<file path="src/rtl/spu_lsu_initiator.sv">
// Odd-pipe quadword load/store initiator (unit 7): forms the EA, runs a req/ack access to local store.
// Optional index bounds fault against LS_QWORDS when LSU_BOUNDS_CHECK_EN is defined.
module spu_lsu_initiator #(
  parameter int unsigned ADDR_W    = 11,
  parameter int unsigned LS_QWORDS = 2001,
  parameter int unsigned TIMEOUT   = 15,
  parameter int unsigned REG_W     = 7
) (
  input  logic              clk,
  input  logic              reset,
  input  logic              op_valid,
  output logic              op_ready,
  input  logic [2:0]        op_unit,
  input  logic              op_is_store,
  input  logic [31:0]       op_base,
  input  logic [31:0]       op_offset,
  input  logic [127:0]      op_wdata,
  input  logic [REG_W-1:0]  op_rc,
  output logic              mem_req,
  output logic              mem_we,
  output logic [ADDR_W-1:0] mem_addr,
  output logic [127:0]      mem_wdata,
  input  logic              mem_ack,
  input  logic [127:0]      mem_rdata,
  output logic              wb_valid,
  output logic [REG_W-1:0]  wb_reg,
  output logic [127:0]      wb_data,
  output logic              st_done,
  output logic              err
);

  localparam int unsigned CntW = $clog2(TIMEOUT + 1);

  typedef enum logic [1:0] {Idle, Req, Done} stateT;

  stateT             state;
  logic [CntW-1:0]   reqCnt;
  logic [REG_W-1:0]  rcQ;
  logic [31:0]       eaSum;
  logic [ADDR_W-1:0] eaIdx;
  logic              boundsFault;
  logic              accept;

  if (TIMEOUT < 1 || 64'(LS_QWORDS) > (64'd1 << ADDR_W)) begin : gBadParams
    $error("spu_lsu_initiator: TIMEOUT must be >= 1 and LS_QWORDS must fit in ADDR_W");
  end

  // Dropping the low nibble aligns the EA to a quadword; truncation wraps the index.
  assign eaSum  = op_base + op_offset;
  assign eaIdx  = ADDR_W'(eaSum >> 4);
  assign accept = op_valid && (op_unit == 3'd7);

`ifdef LSU_BOUNDS_CHECK_EN
  assign boundsFault = 32'(eaIdx) >= LS_QWORDS;
`else
  assign boundsFault = 1'b0;
`endif

  always_ff @(posedge clk or posedge reset) begin
    if (reset) begin
      state     <= Idle;
      reqCnt    <= '0;
      rcQ       <= '0;
      op_ready  <= 1'b1;
      mem_req   <= 1'b0;
      mem_we    <= 1'b0;
      mem_addr  <= '0;
      mem_wdata <= '0;
      wb_valid  <= 1'b0;
      wb_reg    <= '0;
      wb_data   <= '0;
      st_done   <= 1'b0;
      err       <= 1'b0;
    end else begin
      wb_valid <= 1'b0;
      st_done  <= 1'b0;
      err      <= 1'b0;
      unique case (state)
        Idle: begin
          if (accept) begin
            mem_we    <= op_is_store;
            mem_addr  <= eaIdx;
            mem_wdata <= op_wdata;
            rcQ       <= op_rc;
            reqCnt    <= '0;
            // A faulting op is consumed without touching memory.
            if (boundsFault) begin
              err <= 1'b1;
            end else begin
              mem_req  <= 1'b1;
              op_ready <= 1'b0;
              state    <= Req;
            end
          end
        end
        Req: begin
          if (mem_ack) begin
            mem_req <= 1'b0;
            state   <= Done;
            if (mem_we) begin
              st_done <= 1'b1;
            end else begin
              wb_valid <= 1'b1;
              wb_reg   <= rcQ;
              wb_data  <= mem_rdata;
            end
          end else if (reqCnt == CntW'(TIMEOUT - 1)) begin
            mem_req  <= 1'b0;
            err      <= 1'b1;
            op_ready <= 1'b1;
            state    <= Idle;
          end else begin
            reqCnt <= reqCnt + CntW'(1);
          end
        end
        Done: begin
          op_ready <= 1'b1;
          state    <= Idle;
        end
        default: state <= Idle;
      endcase
    end
  end

endmodule

</file>
<file path="config.mk">
export PLATFORM = sky130hd
export DESIGN_NAME = spu_lsu_initiator
export DESIGN_NICKNAME = d
export VERILOG_FILES = /design/src/rtl/spu_lsu_initiator.sv
export SDC_FILE = /design/constraint.sdc
export NUM_CORES = 1
export LEC_CHECK = 0
export CAP_MARGIN = 10
export CORE_AREA = 4 4 235 237
export DETAILED_ROUTE_END_ITERATION = 8
export DIE_AREA = 0 0 239 241
export GPL_ROUTABILITY_DRIVEN = 0
export RECOVER_POWER = 100
export SETUP_SLACK_MARGIN = 0.4
export SYNTH_ARGS = -nofsm -noshare
export SYNTH_HDL_FRONTEND = slang
export SYNTH_SLANG_ARGS = --single-unit
</file>
<file path="constraint.sdc">
create_clock -name clk -period 21.3 [get_ports clk]
set_clock_uncertainty 0.05 [all_clocks]
set_input_delay 6.39 -clock clk [delete_from_list [all_inputs] [get_ports clk]]
set_output_delay 6.39 -clock clk [all_outputs]
set_load 0.005 [all_outputs]
</file>
==> results of run 1 <==
[through the flow]
stage                     util [%]  worst slack (ns)  area, um2
after floorplan                  -              6.77      11800
after global placement        34.2             11.48      18200
after detailed placement      34.2             11.44      18200
after CTS                     36.5             12.04      19400
after global routing          36.4              6.14      19400
final                         36.4              7.27      19400
[kinds of logic after synthesis]
| group | share of synthesized area, % |
|---|---|
| AND/OR/NAND/NOR | 28.7 |
| AO/OA/AOI/OAI | 3.46 |
| XOR/XNOR | 0.668 |
| multiplexers | 0.180 |
| buffers and inverters | 2.95 |
| flip-flops | 62.2 |
| adder cells (fa/ha/maj) | 1.91 |
[path summary, 6_finish.rpt]
check,startpoint,end,slack [ns],cells past startpoint
setup / recovery,op_unit[2],mem_addr[9]$_DFFE_PP0P_,7.27,8
hold / removal,wb_data[122]$_DFFE_PP0P_,wb_data[122]$_DFFE_PP0P_,0.41,2
setup reg to reg,state[0]$_DFFE_PP0P_,mem_addr[9]$_DFFE_PP0P_,13.05,9
hold reg to reg,wb_data[122]$_DFFE_PP0P_,wb_data[122]$_DFFE_PP0P_,0.41,2
max in group asynchronous,reset,wb_data[99]$_DFFE_PP0P_,10.57,3
min in group asynchronous,reset,mem_wdata[92]$_DFFE_PP0P_,7.95,2
[tightest hold or removal path, stage by stage (launching register included)]
cell	delay (ns)
dfrtp_1	0.33
nand2_1	0.05
nand2_1	0.05
[routing by layer]
layer / global-route usage (%) / up-vias / routed length [um]
met3: 6.62 / 62 / 4900
met1: 16.6 / 5108 / 16700
met5: 0 / - / 27
li1: - / 5239 / -
met4: 4.18 / 4 / 980
met2: 23.1 / 437 / 20000
[power groups by stage]
| stage | sequential (W) | combinational (W) | clock [W] |
|---|---|---|---|
| after floorplan | 0.000967 | 0.000287 | 0 |
| after global placement | 0.000944 | 0.000974 | 0 |
| after detailed placement | 0.000955 | 0.000983 | 0 |
| after CTS | 0.000952 | 0.000987 | 0.000643 |
| after global routing | 0.000972 | 0.000979 | 0.000665 |
| final | 0.000938 | 0.000873 | 0.000618 |
[cell type report]
type	instances	area, um2
multi-input cells	959	4120
fillers	5365	33900
inverters	10	40.0
flip-flops and latches	293	7330
repair buffers	587	5860
well taps	696	871
diodes	1	2.50
clock inverters	15	143
clock buffers	50	1050
[cells in the final DEF (no fill, tap or decap), types with 4 or more instances in the layout]
cell	Yosys	routed
a21oi_1	9	9
clkbuf_1	18	9
clkbuf_16	0	37
clkbuf_8	0	8
clkdlybuf4s50_1	0	297
clkinv_2	0	9
dfrtp_1	292	292
dlygate4sd3_1	0	283
ha_1	18	18
inv_1	9	8
nand2_1	834	834
nand3_1	7	7
nand4_1	4	4
nor2_1	10	9
o21ai_0	15	17
xnor2_1	5	5
xor2_1	4	4
==> impl_metrics.toml, run 1 <==
[outcome]
status = "finished, violations left"
violations = "max-capacitance violations, max-slew violations"

[power]
power.total_w = 0.00243
pwr-share-seq_pct = 38.6
power_density_nw_per_um2 = 125
sw_frac_of_total_pct = 31.5
p_int_w = 0.00166
power.leakage_nw = 9.69
vdd_ir_drop_max_uv = 69.2
pwr-share-clk_pct = 25.4
p_sw_w = 0.000766
comb_power_share_pct = 35.9

[sta]
hold-worst-slack_ns = 0.414
setup_viol_count_final = 0
min_period_ns = 14.03
fin_crit_sh_pct = 65.8
worst_slew_pin_slew_ns = 5.71
final.setup.tns_ns = 0
finalMaxSlewViolations = 542
hold_viol = 0
slew_headroom_pct = -281
max_freq_mhz = 71.3
rsz0062_at_grt = "no"

[global_route]
gr-usage-all-layers_pct = 14.1
antenna_found_initial = 6
grt_overflow = 0
grt_pass1_wl_um = 63800
grt_pass1_vias = 11026
grt_max_degree = 170

[route]
routedWlPerCell_um = 16.3
ant_nets = 0
drt_iter0_markers = 375
first_pass_iters = 6
vias = 10850
drt-total-wl_um = 42600
viasPerCell = 4.16
drcViolationCount = 0

[yosys]
synthFlopType = "dfrtp_1"
avgSynthCellArea_um2 = 8.89
yosysWarnings = 0
synth_seq_area_share_pct = 62.2
synth_cells = 1327
synthesis.area_um2 = 11800
ys_ff_latch = 293
yosys.area.top_type = "dfrtp_1"
synth_common_cells = "834 x nand2_1, 292 x dfrtp_1, 35 x buf_2"
ys_async_sr_fraction_pct = 100
synth_edf_count = 0
synthTopCellsByArea = "dfrtp_1 62%, nand2_1 27%, ha_1 1.9%"
synth_cell_types = 56
synth_top_area_share_pct = 61.9
synthMostInstantiatedCell = "nand2_1"
synth_fp_nets = 1680

[clock_tree]
cts_tree = "yes"
cts_root_buf = "clkbuf_16"
cts_sinks = 293
clk_pin_slew_worst_paths_ns = 0.06
cts_resized = 0
cts_made_buffers = 36
htreeDepth = 2
hold_buffers = 0
clk_latency_ns = 0.53
cts_setup_buffers = 0
clockBufferDepth = 3

[placement]
dp.cells = 2545
port_buffers = 580
post-dp-hpwl_um = 31200

[min_path]
hold_path.class = "register to register"

[critical_path]
crit_buf_inv = 3
slowest_delay_ns = 2.30
criticalPathCategory = "primary input to register"
path_common_cell = "clkbuf_1"
critPathCaptureType = "register"
critPathArrivalTime_ns = 14.24
cp-start-kind = "primary input"
slowest_stage = "clkbuf_1"
crit_chain = "dlygate4sd3_1, nand4_1, or2_0, clkbuf_1, clkbuf_1, nor4b_1, a221oi_2, o311ai_0"
cpLargestDelayFamily = "buffers and inverters"
cp_max_fo = 70
worstPathRequired_ns = 21.52

[floorplanning]
die_x_um = 239
die_height_um = 241
core_um2 = 53300
row_count = 85
io_pins = 615
die-area_um2 = 57600
initial_utilization_pct = 22.1

[cells_and_area]
stdcell_count = 2611
fin_nets = 2240
syn_to_final_growth_pct = 64.6
top_regs = "mem_wdata: 128 flops, wb_data: 128 flops, mem_addr: 11 flops"
final_layout_size_suffix_gt1_share_pct = 3.97

[flow_run]
drv_cap = 8
Note: power is estimated with default switching activity, not from simulation.
==> run 2: changes to the inputs <==
==> constraint.sdc (replaced) <==
create_clock -name clk -period 14.7 [get_ports clk]
set_clock_uncertainty 0.05 [all_clocks]
set_input_delay 4.41 -clock clk [delete_from_list [all_inputs] [get_ports clk]]
set_output_delay 4.41 -clock clk [all_outputs]
set_load 0.005 [all_outputs]
==> impl_metrics.toml, run 2 (synthesized netlist as in run 1, its figures left out) <==
[outcome]
status = "finished, violations left"
violations = "max-capacitance violations, max-slew violations"

[route]
first_pass_iters = 4
ant_nets = 0
drt_iter0_markers = 434
drt-total-wl_um = 42700
viasPerCell = 4.14
drcViolationCount = 0
vias = 10782
routedWlPerCell_um = 16.4

[clock_tree]
htreeDepth = 2
hold_buffers = 0
cts_made_buffers = 35
clockBufferDepth = 3
cts_resized = 0
clk_pin_slew_worst_paths_ns = 0.06
cts_tree = "yes"
cts_sinks = 293
cts_root_buf = "clkbuf_16"
cts_setup_buffers = 0
clk_latency_ns = 0.53

[sta]
worst_slew_pin_slew_ns = 5.69
rsz0062_at_grt = "no"
fin_crit_sh_pct = 70.4
setup_viol_count_final = 0
slew_headroom_pct = -279
max_freq_mhz = 96.7
finalMaxSlewViolations = 315
min_period_ns = 10.34
final.setup.tns_ns = 0
hold_viol = 0

[floorplanning]
row_count = 85
die_height_um = 241
initial_utilization_pct = 22.1
die_x_um = 239
core_um2 = 53300
io_pins = 615
die-area_um2 = 57600

[global_route]
grt_overflow = 0
gr-usage-all-layers_pct = 13.9
grt_max_degree = 170
grt_pass1_wl_um = 63200
grt_pass1_vias = 10993
antenna_found_initial = 6

[critical_path]
cp-start-kind = "primary input"
slowest_delay_ns = 1.99
reg2reg_depth = 9
crit_chain = "dlygate4sd3_1, nand4_1, or2_0, clkbuf_1, buf_4, nor4b_1, a221oi_2, o311ai_0"
slowest_stage = "or2_0"
worstPathRequired_ns = 15.02
critPathArrivalTime_ns = 10.66
critPathCaptureType = "register"
criticalPathCategory = "primary input to register"
cp_max_fo = 71

[cells_and_area]
n_fill_cell = 5363
final_layout_size_suffix_gt1_share_pct = 3.61
postLayoutCoreUtil_pct = 36.3
fin_nets = 2239
seq_area_um2 = 7330
stdcell_count = 2607
fin_area_um2 = 19300
syn_to_final_growth_pct = 63.8
top_regs = "mem_wdata: 128 flops, wb_data: 128 flops, mem_addr: 11 flops"
layout_commonest_cell = "nand2_1"
multiInputGateArea_um2 = 4120
final_cell_mix = "834 x nand2_1, 297 x clkdlybuf4s50_1, 292 x dfrtp_1, 283 x dlygate4sd3_1, 36 x clkbuf_16"

[power]
comb_power_share_pct = 36.6
vdd_ir_drop_max_uv = 108
power.leakage_nw = 9.65
sw_frac_of_total_pct = 31.8
pwr-share-clk_pct = 24.2
p_int_w = 0.00236
p_sw_w = 0.00110
pwr-share-seq_pct = 39.2
power_density_nw_per_um2 = 179

[min_path]
min_path_cells = 2
hold_path.class = "register to register"

[flow_run]
drv_cap = 5

[placement]
dp.cells = 2545
post-dp-hpwl_um = 31200
port_buffers = 580
dpl_cell_area_um2 = 18200
run 2: cell types whose count changed in the layout (fill, tap and decap cells not counted), sizes merged:
cell,previous run,this run
clkinvlp,2,1
bufinv,2,1
buf,3,5
clkbuf,54,53
inv,11,10
clkinv,10,8
run 2: per-stage QoR:
stage	worst slack, ns	hold WS, ns	power, W
2_1_floorplan	2.15	0.389	0.00182
3_3_place_gp	6.87	0.399	0.00278
3_5_place_dp	6.84	0.406	0.00281
4_1_cts	7.43	0.414	0.00368
5_1_grt	3.65	0.432	0.00373
6_report	4.36	0.415	0.00346
run 2: worst max-delay path, delay by kind of cell:
| family | cells | cell delay [ns] |
|---|---|---|
| and+or+nand+nor | 3 | 2.36 |
| AOI/OAI and AO/OA | 2 | 0.44 |
| buffers and inverters | 3 | 3.37 |
run 2: power groups by stage:
stage	sequential, W	clock (W)	combinational, W
2_1_floorplan	0.00140	0	0.000415
3_3_place_gp	0.00137	0	0.00141
3_5_place_dp	0.00138	0	0.00143
4_1_cts	0.00138	0.000872	0.00143
5_1_grt	0.00141	0.000908	0.00141
6_report	0.00136	0.000837	0.00127
run 2: cell type report:
cell class                      instances  share of cell area, %
Antenna cell                            1                 0.0129
Tap cell                              696                   4.51
Multi-Input combinational cell        959                   21.3
Inverter                               10                  0.214
Clock inverter                         10                  0.466
Timing Repair Buffer                  587                   30.3
Sequential cell                       293                   37.9
Clock buffer                           51                   5.21
run 2: final timing paths:
path / from / end / slack (ns)
worst max register to register: state[0]$_DFFE_PP0P_ / mem_addr[9]$_DFFE_PP0P_ / 8.17
worst min-delay path: wb_data[50]$_DFFE_PP0P_ / wb_data[50]$_DFFE_PP0P_ / 0.42
max in group asynchronous: reset / wb_data[123]$_DFFE_PP0P_ / 5.96
worst max-delay path: op_valid / mem_addr[9]$_DFFE_PP0P_ / 4.36
min in group asynchronous: reset / mem_wdata[92]$_DFFE_PP0P_ / 6.00
worst min register to register: wb_data[50]$_DFFE_PP0P_ / wb_data[50]$_DFFE_PP0P_ / 0.42
run 2: metal layers:
layer / track usage (%) / share of wire (%)
met1: 16.1 / 39
met2: 23.1 / 47
met3: 6.91 / 12
met4: 3.92 / 2.0
met5: 0 / 0.082
==> edit 1 (flow settings as in run 1) <==
Build with the macro `LSU_BOUNDS_CHECK_EN` defined.
--- a/src/rtl/spu_lsu_initiator.sv
+++ b/src/rtl/spu_lsu_initiator.sv
@@ -2,2 +2,4 @@
 // Optional index bounds fault against LS_QWORDS when LSU_BOUNDS_CHECK_EN is defined.
+`define LSU_BOUNDS_CHECK_EN
+
 module spu_lsu_initiator #(
Function: changed (Yosys sat finds a counterexample within 4 cycles, from zero or initial values and one cycle with reset high).
==> edit 1 against run 1 <==
The flow still finishes with violations (capacitance limit, slew limit). Global-route usage decreased by 2.1 points. Sequential power increased by 3.0%. Setup slack gained 910 ps. Final cell count is 20% lower. Final area barely moved. Die area unchanged. Sequential cell count unchanged. Sequential share of layout area is essentially flat. Hold slack gained 4.4 ps. Synthesized area shrank 0.78%. Total power grew 3.3%. Wire length down 13%. First-iteration DRC count shrank 47%. Highest routed layer is now met4.
==> edit 1: results (changes against run 1) <==
met1 global-route usage 13.5% (-3.1 points); reg-to-reg startpoint state[1]; dpl cell area 18300 sq um (+0.27%); data arrival at the endpoint of the critical path 13510 ps (-730 ps); Global Route met3 Usage 4.33% (-2.3 points); biggest fanout along the worst timing path 71 (+1.4%); peak supply drop 88.8 uV (+28%); count of clock-net buffers in the final layout 56 (+12%); peak per-stage delay on the critical path 2920 ps (+620 ps); total global-route track usage 12.0% (-2.1 points); ranking of synthesized cells by instance count sky130_fd_sc_hd__dfrtp_1 (292), sky130_fd_sc_hd__mux2_2 (273), sky130_fd_sc_hd__clkbuf_1 (32); max layer used met4; vias in the first global route 9153 (-17%); register area share after synthesis 62.7% (+0.49 points); Multi-input gate area 4170 sq um (+1.2%); largest net degree at the start of global routing 96 (-44%); Reg-to-Reg End wb_data[97]; Starting DRT DRC Count 200 (-47%); worst min-delay path endpoint mem_addr[7]; insertion delay of the later-clocked pin in the worst-skew pair 510 ps (-20 ps); clock network contribution to total cell area 6.19% (+0.020 points); run status finished with violations; WL met2 19400 microns (-3.3%); max-cap violations 8 (unchanged); synth top area cells sky130_fd_sc_hd__dfrtp_1 (62%), sky130_fd_sc_hd__mux2_2 (26%), sky130_fd_sc_hd__ha_1 (1.9%); r2r worst-path depth 7 (-2); non-clock inverter count 8 (-2); first-pass GRT wire length 54100 microns (-15%); number of vias in the routed layout 8565 (-21%); minimum setup slack in the final design 8190 ps (+915 ps); count of pins over their slew limit 565 (+4.2%); Register-to-Register Setup Slack 13750 ps (+700 ps); pin slew with the least headroom to its limit 4310 ps (-1400 ps); multi-input combinational cell count 430 (-55%); initial antenna violation count 0 (-6); Distinct cells, synth 50 (-11%); Final Net Count 1709 (-24%); Routed met3 length 3120 microns (-36%); pre-CTS setup slack 11830 ps (+389 ps); depth of the worst hold-timing path 1 (-1); fill count 5150 (-4.0%); hold path startpoint mem_addr[7]; violations in the final reports capacitance limit, slew limit; leakage power of the design 8.26 nW (-15%); Non-clock buffering overhead 30.0% (-0.15 points); share of layout cells above drive strength 1 24.6% (+21 points); register fraction of the total cell area 37.7% (about the same)
-- edit 1: changes by cell type in the layout (fill, tap and decap cells not counted), sizes merged, moves of 4 or more --
cell,before,now
nand2,834,24
nand3,7,11
a221oi,6,1
mux2,1,274
clkbuf,54,63
clkinv,10,6
nor2,10,5
a21oi,9,14
-- edit 1: where the power goes --
group | total (mW) | switching [mW] | internal, mW
Clock | 0.608 | 0.235 | 0.373
Combinational | 0.935 | 0.316 | 0.618
Sequential | 0.966 | 0.136 | 0.830
-- edit 1: through the flow --
step | total power, mW | cells | utilization (%) | hold WS [ps]
2_1_floorplan | 1.31 | 768 | - | 423
3_3_place_gp | 2.02 | 2014 | 34.3 | 414
3_5_place_dp | 2.04 | 2014 | 34.3 | 415
4_1_cts | 2.67 | 2080 | 36.6 | 427
5_1_grt | 2.67 | 2080 | 36.5 | 454
6_report | 2.51 | 2080 | 36.5 | 419
-- edit 1: critical path: cells and delay by family --
family	cells	cell delay (ps)
buffers and inverters	3	6190
muxes	1	570
and+or+nand+nor	2	250
-- edit 1: cell families (layout without fill, tap and decap cells) --
| logic type | Yosys count | count (layout) | synth area share (%) |
|---|---|---|---|
| buffers and inverters | 45 | 661 | 1.59 |
| AND/OR/NAND/NOR | 64 | 64 | 2.82 |
| flip-flops | 293 | 293 | 62.7 |
| AO/OA/AOI/OAI | 58 | 58 | 3.36 |
| XOR/XNOR | 12 | 12 | 0.898 |
| multiplexers | 278 | 278 | 26.7 |
| adder cells (fa/ha/maj) | 18 | 18 | 1.92 |
-- edit 1: worst max-delay path by stage --
stage | from | endpoint | depth (start not counted)
floorplan | reset | err | 1
global placement | op_base[6] | op_ready | 10
detailed placement | op_base[10] | op_ready | 10
CTS | op_base[10] | op_ready | 10
global route | reset | mem_we | 3
finish | mem_ack | wb_data[97] | 6
==> edit 2 (settings of run 1) <==
Made on the original files. Register the input `op_offset` before use, without a reset. The logic sees it one clock later. The other inputs are not delayed to match.
--- a/src/rtl/spu_lsu_initiator.sv
+++ b/src/rtl/spu_lsu_initiator.sv
@@ -35,2 +35,8 @@
 
+  logic [31:0] op_offset_q;
+
+  always_ff @(posedge clk) begin
+    op_offset_q <= op_offset;
+  end
+
   stateT             state;
@@ -48,3 +54,3 @@
   // Dropping the low nibble aligns the EA to a quadword; truncation wraps the index.
-  assign eaSum  = op_base + op_offset;
+  assign eaSum  = op_base + op_offset_q;
   assign eaIdx  = ADDR_W'(eaSum >> 4);
Function: changed (a bounded check fails within 4 cycles, from zero or initial values and one cycle with reset high).
==> edit 2 against run 1 <==
The flow still finishes with violations (capacitance limit, slew limit). Wire length decreased by 3.4%. Synthesized area up 2.5%. Sequential cell count is 15 higher. Critical path depth down 1. Synthesized cell count grew 1.1%. Count of clock-buffer cells in the layout up 3. Total power is 0.84% higher. Hold slack barely moved. Utilization up 0.54 points. Final area grew 1.5%. Sequential share of layout area increased by 0.98 points. First-iteration DRC count rose by 11%. Via count down 0.32%. Setup slack worse by 0.61 ps.
==> edit 2: results (changes against run 1) <==
run status finished with violations; violations in the final reports capacitance limit, slew limit; fill count 5297 (-1.3%); Synth Area per Inst 9.01 sq um (+1.4%); slew margin rel. -188% (+92 points); Distinct cells, synth 57 (+1.8%); share of layout cells above drive strength 1 3.68% (-0.29 points); Post-Synth XOR/XNOR Area 0.652% (-0.017 points); met1 global-route usage 15.9% (-0.65 points); leakage power of the design 9.81 nW (+1.2%); met1 routed wirelength after detailed routing 16300 microns (-2.6%); insertion delay of the later-clocked pin in the worst-skew pair 530 ps (about the same); max layer used met4; registers with the most flip-flops mem_wdata x128, wb_data x128, op_offset_q x15; Detailed Routing Iterations Pass 1 5 (-1); Routed met3 length 4050 microns (-17%); CTS Buf Count 36 (unchanged); data arrival at the endpoint of the critical path 14360 ps (+120 ps); Non-Filler Instances 2626 (+0.57%); Starting DRT DRC Count 418 (+11%); biggest fanout along the worst timing path 96 (+37%); via count normalized by instance count 4.12 (-0.89%); largest net degree at the start of global routing 100 (-41%); synth top area cells sky130_fd_sc_hd__dfrtp_1 (60%), sky130_fd_sc_hd__nand2_1 (26%), sky130_fd_sc_hd__dfxtp_1 (2.5%); net count after synthesis 1695 (+0.89%); first-pass GRT wire length 62400 microns (-2.3%); post-synthesis async set-or-reset flop share 95.1% (-4.9 points); WL met2 19600 microns (-1.9%); mux contribution to synthesized area 0.176% (-0.0045 points); area share of fa/ha/maj cells after synthesis 1.86% (-0.047 points); max-cap violations 8 (unchanged); peak supply drop 60.5 uV (-13%); Sw Share 30.9% (-0.65 points); Final Net Count 2256 (+0.71%); count of pins over their slew limit 593 (+9.4%); vias in the first global route 11100 (+0.71%); Ys Warns 0 (unchanged); detailed placement HPWL 29700 microns (-4.8%); initial antenna violation count 1 (-5); total global-route track usage 13.5% (-0.61 points); GR Layer Usage met2 22.7% (-0.45 points); Compound-Gate Fraction of Synth Area 3.37% (-0.086 points); register area share after synthesis 63.1% (+0.94 points)
-- edit 2: worst paths after layout --
check | from | end | slack, ps | cells after the start
worst max-delay path | mem_ack | wb_data[97] | 7270 | 7
worst min-delay path | wb_reg[3] | wb_reg[3] | 410 | 2
worst max register to register | state[0] | wb_data[97] | 12960 | 7
worst min register to register | wb_reg[3] | wb_reg[3] | 410 | 2
max in group asynchronous | reset | mem_wdata[48] | 8520 | 4
min in group asynchronous | reset | wb_data[93] | 7530 | 2
-- edit 2: power groups by stage --
stage	Sequential (mW)	Combinational, mW	Clock [mW]
after floorplan	0.997	0.287	0
after global placement	0.976	0.961	0
after detailed placement	0.988	0.968	0
after CTS	0.983	0.973	0.644
after global routing	1.00	0.964	0.668
final	0.969	0.863	0.618
-- edit 2: critical path: stages --
cell	delay (ps)
sky130_fd_sc_hd__dlygate4sd3_1	590
sky130_fd_sc_hd__nand2_1	100
sky130_fd_sc_hd__or2_0	2190
sky130_fd_sc_hd__clkinvlp_2	2430
sky130_fd_sc_hd__clkbuf_1	1800
sky130_fd_sc_hd__nand2_1	690
sky130_fd_sc_hd__nand2_1	100
-- edit 2: layout make-up --
class	instances	area share [%]
diodes	1	0.0127
clock buffers	53	5.41
flip-flops and latches	308	38.7
inverters	10	0.203
repair buffers	588	29.8
clock inverters	11	0.591
multi-input cells	959	20.9
well taps	696	4.42
-- edit 2: through the flow --
step,setup WS (ps),instance area (sq um),hold slack (ps),utilization (%)
after floorplan,6770,12100,389,-
after global routing,6270,19700,431,37.0
after CTS,12080,19700,418,37.0
final,7270,19700,414,37.0
after global placement,11540,18500,403,34.8
after detailed placement,11490,18500,403,34.8
